$ cat config.mk
export PLATFORM = sky130hd
export DESIGN_NAME = uart_tx_param
export DESIGN_NICKNAME = d
export VERILOG_FILES = /design/src/rtl/uart_tx_param.sv
export SDC_FILE = /design/constraint.sdc
export NUM_CORES = 1
export LEC_CHECK = 0
export ABC_CLOCK_PERIOD_IN_PS = 5200
export BUFFER_PORTS_ARGS = -buffer_cell sky130_fd_sc_hd__buf_4
export CORE_UTILIZATION = 55
export CTS_BUF_LIST = sky130_fd_sc_hd__clkbuf_4 sky130_fd_sc_hd__clkbuf_8
export DETAILED_ROUTE_END_ITERATION = 10
export PLACE_DENSITY = 0.76
export SLEW_MARGIN = 25
export SYNTH_ARGS = -nofsm -noshare
export SYNTH_HDL_FRONTEND = slang
export SYNTH_SLANG_ARGS = --single-unit
export TNS_END_PERCENT = 1
$ cat constraint.sdc
create_clock -name i_Clock -period 5.2 [get_ports i_Clock]
set_input_delay 1.3 -clock i_Clock [delete_from_list [all_inputs] [get_ports i_Clock]]
set_output_delay 1.3 -clock i_Clock [all_outputs]
set_load 0.005 [all_outputs]
$ cat src/rtl/uart_tx_param.sv
// uart_tx_param: parametrised UART transmitter (5-9 data bits, none/odd/even parity, 1-2 stop bits)
// optional input FIFO for back-to-back frames when UART_TX_FIFO_EN is defined
module uart_tx_param #(
  parameter int CLKS_PER_BIT = 87,
  parameter int DATA_BITS    = 8,
  parameter int PARITY       = 0,
  parameter int STOP_BITS    = 1,
  parameter int FIFO_DEPTH   = 4
) (
  input  logic                 i_Clock,
  input  logic                 i_Rst_L,
  input  logic                 i_Tx_DV,
  input  logic [DATA_BITS-1:0] i_Tx_Byte,
  output logic                 o_Tx_Ready,
  output logic                 o_Tx_Active,
  output logic                 o_Tx_Serial,
  output logic                 o_Tx_Done
);
  localparam int CW = (CLKS_PER_BIT < 2) ? 1 : $clog2(CLKS_PER_BIT + 1);
  localparam logic [CW-1:0] CMAX = CW'(CLKS_PER_BIT - 1);
  typedef enum logic [2:0] {S_IDLE, S_START, S_DATA, S_PARITY, S_STOP} state_t;
  state_t state;
  logic [CW-1:0] cnt;
  logic [3:0] idx;
  logic [DATA_BITS-1:0] sh;
  logic par;
  logic bit_end;
  logic last_stop;
  logic start;
  logic [DATA_BITS-1:0] start_byte;
  assign bit_end   = cnt == CMAX;
  assign last_stop = state == S_STOP && bit_end && idx == 4'(STOP_BITS - 1);
`ifdef UART_TX_FIFO_EN
  localparam int AW = $clog2(FIFO_DEPTH);
  logic [DATA_BITS-1:0] mem [FIFO_DEPTH];
  logic [AW-1:0] wp, rp;
  logic [AW:0] fill;
  logic push;
  assign o_Tx_Ready = fill != (AW+1)'(FIFO_DEPTH);
  assign push       = i_Tx_DV && o_Tx_Ready;
  assign start      = fill != '0 && (state == S_IDLE || last_stop);
  assign start_byte = mem[rp];
  always_ff @(posedge i_Clock)
    if (push) mem[wp] <= i_Tx_Byte;
  always_ff @(posedge i_Clock or negedge i_Rst_L)
    if (!i_Rst_L) begin
      wp   <= '0;
      rp   <= '0;
      fill <= '0;
    end else begin
      if (push) wp <= wp + 1'b1;
      if (start) rp <= rp + 1'b1;
      fill <= (push && !start) ? fill + 1'b1 : (!push && start) ? fill - 1'b1 : fill;
    end
`else
  assign o_Tx_Ready = state == S_IDLE;
  assign start      = i_Tx_DV && state == S_IDLE;
  assign start_byte = i_Tx_Byte;
`endif
  always_ff @(posedge i_Clock or negedge i_Rst_L)
    if (!i_Rst_L) begin
      state       <= S_IDLE;
      cnt         <= '0;
      idx         <= '0;
      sh          <= '0;
      par         <= 1'b0;
      o_Tx_Serial <= 1'b1;
      o_Tx_Active <= 1'b0;
      o_Tx_Done   <= 1'b0;
    end else begin
      o_Tx_Done <= 1'b0;
      case (state)
        S_IDLE: begin
          o_Tx_Serial <= 1'b1;
          cnt         <= '0;
          idx         <= '0;
          if (start) begin
            sh          <= start_byte;
            par         <= (PARITY == 1) ? ~^start_byte : ^start_byte;
            state       <= S_START;
            o_Tx_Serial <= 1'b0;
            o_Tx_Active <= 1'b1;
          end
        end
        S_START:
          if (bit_end) begin
            cnt         <= '0;
            state       <= S_DATA;
            o_Tx_Serial <= sh[0];
          end else cnt <= cnt + 1'b1;
        S_DATA:
          if (bit_end) begin
            cnt <= '0;
            if (idx == 4'(DATA_BITS - 1)) begin
              idx         <= '0;
              state       <= (PARITY != 0) ? S_PARITY : S_STOP;
              o_Tx_Serial <= (PARITY != 0) ? par : 1'b1;
            end else begin
              idx         <= idx + 1'b1;
              sh          <= sh >> 1;
              o_Tx_Serial <= sh[1];
            end
          end else cnt <= cnt + 1'b1;
        S_PARITY:
          if (bit_end) begin
            cnt         <= '0;
            state       <= S_STOP;
            o_Tx_Serial <= 1'b1;
          end else cnt <= cnt + 1'b1;
        S_STOP:
          if (bit_end) begin
            cnt <= '0;
            if (last_stop) begin
              idx       <= '0;
              o_Tx_Done <= 1'b1;
              // a queued byte starts on the next edge with no idle gap
              if (start) begin
                sh          <= start_byte;
                par         <= (PARITY == 1) ? ~^start_byte : ^start_byte;
                state       <= S_START;
                o_Tx_Serial <= 1'b0;
              end else begin
                state       <= S_IDLE;
                o_Tx_Active <= 1'b0;
              end
            end else idx <= idx + 1'b1;
          end else cnt <= cnt + 1'b1;
        default: begin
          state       <= S_IDLE;
          cnt         <= '0;
          idx         <= '0;
          o_Tx_Serial <= 1'b1;
          o_Tx_Active <= 1'b0;
        end
      endcase
    end
endmodule

Word level (Yosys, flattened, before mapping)
Index checks and enable logic that the tools add are counted.
Widths: inputs -> output; s select.
{"block": "op_classes", "add_sub_neg": 2, "eq_ne": 16, "muxes": 39, "bitwise": 2, "reduce_logical": 14}
{"operator": "$mux 8", "count": 5}
{"operator": "$pmux 8 s3", "count": 1}
{"operator": "$mux 3", "count": 7}
{"operator": "$ne 2x2->1 const B", "count": 9}
{"operator": "$mux 1", "count": 16}
{"operator": "$mux 4", "count": 4}
{"operator": "$pmux 3 s5", "count": 1}
{"operator": "$mux 7", "count": 2}
{"operator": "$pmux 4 s3", "count": 1}
{"operator": "$reduce_and 5->1", "count": 2}
{"operator": "$add 7x1->7 const B", "count": 1}
{"operator": "$eq 7x7->1 const B", "count": 1}
{"operator": "$reduce_and 7->1", "count": 1}
{"operator": "$eq 3x2->1 const B", "count": 2}
{"operator": "$reduce_and 6->1", "count": 1}
{"operator": "$pmux 1 s5", "count": 1}
{"operator": "$add 4x1->4 const B", "count": 1}
{"operator": "$eq 4x3->1 const B", "count": 1}
{"operator": "$logic_not 4->1", "count": 1}
{"operator": "$reduce_or 4->1", "count": 1}
{"operator": "$eq 3x1->1 const B", "count": 1}
{"operator": "$eq 3x3->1 const B", "count": 1}
{"operator": "$logic_and 1x1->1", "count": 3}
{"operator": "$logic_not 3->1", "count": 1}
{"operator": "other kinds (7)", "count": 8}
{"block": "totals", "regBits": 25, "out_inout_bits": 4}

Logic depth before layout (Yosys ltp)
{"block": "logic_depth", "word_depth": 6, "ltp_mapped": 8, "depth_no_buf": 7}

Least setup slack after synthesis
Ideal clock, no wire load.
{"block": "synth_timing", "kind": "register to output", "start": "register state[2]", "end": "output o_Tx_Ready", "arrival_time_ns": 1.009, "setup_slack_ns": 2.891, "stages_incl_launch_ff": 4, "cell_sequence": "dfrtp_1 > clkbuf_1 > buf_1 > nor3_1"}
{"block": "synth_via", "elab_chain_len": 1}
{"element": "start, declared", "line_no": "22", "text": "state_t state;"}
{"element": "start signal, assigned", "line_no": "96", "text": "state <= (PARITY != 0) ? S_PARITY : S_STOP;"}
{"element": "$logic_not 3->1", "line_no": "56", "text": "assign o_Tx_Ready = state == S_IDLE;"}
{"element": "end, declared", "line_no": "14", "text": "output logic o_Tx_Ready,"}
No other way between the ends.

Worst setup path after layout
Ends and elaborated chain as after synthesis.

==> summary.md <==
| Metric | Value |
|---|---|
| I/O pin cnt | 15 |
| Post-Synth Adder-Cell Area | 0.03728 |
| Syn_nets | ~150 |
| Total chip power | 0.4572 mW |
| N_diodes | 0 |
| Final setup fails | 0 |
| Vias | 1007 |
| Largest family of logic cells by synthesized area | simple AND/OR/NAND/NOR gates |
| GPL Wtd Cong | around 0.90 |
| Fin. Hold Viols | 0 |
| CTS tree | yes |
| DRT Wirelength | 2453 um |
| Synthesis-stage register bit count | 25 |
| Pwr dens | 305.5 nW/um2 |
| Register area | 626.9 um2 |
| Fin crit share | 0.5201 |
| Number of detailed-route iterations in the first pass | 4 |
| Die H | 51.41 um |
| Simple-gate portion of the synthesized area | 0.1994 |
| Core area | approximately 2300 um2 |
| Top-count cell post-synth | dfrtp_1 |
| CTS Buf Count | 3 |
| Hold Buf Count CTS | 0 |
| Final Util | 0.6637 |
| CP Capture Type | output pin |
| Port-buffer cells | 14 |
| Largest net degree at the start of global routing | 26 |
| Site Rows | 17 |
| Async SR Flop Fraction | 1.000 |
| Routed len/inst | 14.10 um |
| Residual DRC | 0 |
| Clock transition at path regs | around 130 ps |
| Dpl hpwl | 1779 um |
| Cell Area, Placed | roughly 1500 um2 |
| Post-CTS Resized | 0 |
| Proportion of synthesized area in mux cells | 0.1174 |
| Setup repair bufs after CTS | 0 |
| Avg Cell Area, Syn | about 10 um2 |
| Max Slew Vio Count | 0 |
| Worst EP arrival | about 1400 ps |
| Multi-input gate area | 669.4 um2 |
| Fmax | 369.8 MHz |
| Synthesized area | 1343 um2 |
| Iter 0 DRT Violations | 26 |
| Startpoint types | flop |
| Post-Layout Cell Count | 174 |
| Area Overhead vs Synth | 11.46% |
| Reg2reg setup slack | 2850 ps |
| Nets | 162 |
| Fraction of layout cells with a size suffix above 1 | 0.2603 |
| YS warnings | 0 |
| Max_cap viols | 0 |
| Global-route wire length before repair | approximately 4300 um |
| H-Tree Level Count | 1 |
| Worst vdd ir | 249.9 uV |
| CP Data Required Time | 3900 ps |
| Clock Tree Buf Depth | 2 |
| Initial antenna violation count | 0 |
| Status | finished, final reports clean |
| Post-synth cell types | 35 |
| Synth Area in XOR/XNOR | 0.03262 |
| Pleak | 0.6457 nW |
| Num Clock Sinks | 25 |
| DIE AREA | 2642 um2 |
| Finished Cell Area | 1496 um2 |
| Crit Path Max Fanout | 17 |
| Slew HR | 0.5638 |
| Clock Latency Late Sink | 310 ps |
| Root Buffer | clkbuf_4 |
| Number of synthesized flops with an enable pin | 0 |
| Global-route usage over all layers | 0.2228 |
| Worst-Margin Slew | roughly 650 ps |
| Commonest cells post-synth | dfrtp_1 (24), nor2_1 (15), mux2_2 (14), nand2_1 (10), nand3_1 (9) |
| Synth Area in Compound Gates | 0.1081 |
| Routed vias/inst | 5.787 |
| Crit path kind | reg -> out |
| Layout fillers | 192 |
| Synth top area share | 0.4473 |
| Post-Route Skew | 4.623 ps |
| Grt total ovfl | 0 |
| Vias in the first global route | around 950 |
| Syn Inst Count | 133 |
| Synth top area cells | dfrtp_1 (45%), mux2_2 (12%), nor2_1 (4.2%) |
| Fin crit period | 2704 ps |
| ANT nets after route | 0 |
| Sequential area share after synthesis | 0.4669 |
| Chip width | 51.41 um |
| Primary FF master, synth | dfrtp_1 |
| Post-route setup TNS | 0 ps |
| Leading area contributor after synthesis | dfrtp_1 |
| Worst hold path class | reg -> reg |
| RSZ-0062 raised after global routing | no |
| Placed Instances | 170 |
| Starting density of the core | 0.5954 |
## cell type report
class	count	area share
flip-flops and latches	25	0.4189
well taps	28	0.02341
repair buffers	14	0.07023
multi-input cells	95	0.4473
clock buffers	4	0.02007
inverters	8	0.02007
## worst paths after layout
path,end,cells past startpoint,startpoint
worst max-delay path,o_Tx_Ready,2,state[2]
worst min-delay path,cnt[0],1,cnt[0]
worst max register to register,sh[6],7,cnt[0]
worst min register to register,cnt[0],1,cnt[0]
max in group asynchronous,o_Tx_Serial,1,i_Rst_L
min in group asynchronous,idx[0],1,i_Rst_L
## per-stage QoR
stage,hold slack [ps],worst slack [ps]
6_report,528.4,2496
5_1_grt,547.7,2367
4_1_cts,535.2,2504
3_5_place_dp,503.7,2818
3_3_place_gp,483.8,2893
2_1_floorplan,473.7,2891
## critical path: stages (launching register included)
cell     delay [ps]
dfrtp_1         610
nor3_1          320
buf_4           160
## layer usage
layer	wire [um]	vias to the layer above	global-route usage
li1	-	498	-
met2	1162	24	0.3550
met4	51	0	0.1081
met5	0	-	0
met3	77	4	0.03571
met1	1162	481	0.2922
## power breakdown
group          internal [mW]  switching (mW)
clock                 0.0352          0.0560
combinational         0.0530          0.0371
sequential             0.239          0.0373
## state kept, by name, summed over array words and instances (netlist names)
signal       flops
sh               8
cnt              7
idx              4
state            3
o_Tx_Active      1
o_Tx_Done        1
o_Tx_Serial      1
## cell usage in the layout (no fill, tap or decap), drive strengths merged, types with 3 or more instances in the layout
cell type	instances
ha	4
o22ai	3
o21ai	6
dfrtp	24
mux2	14
clkbuf	4
nor3	5
inv	8
a21oi	3
nand2	10
buf	14
nor2	15
xor2	3
nand3	9
## cells by family (layout without fill, tap and decap cells)
family          count (synthesis)  count (layout)
fa+ha+maj                       4               4
buf+inv                        13              26
simple gates                   50              50
xor+xnor                        5               5
compound gates                 22              22
mux                            14              14
flops                          25              25
Note: power is estimated with default switching activity, not from simulation.
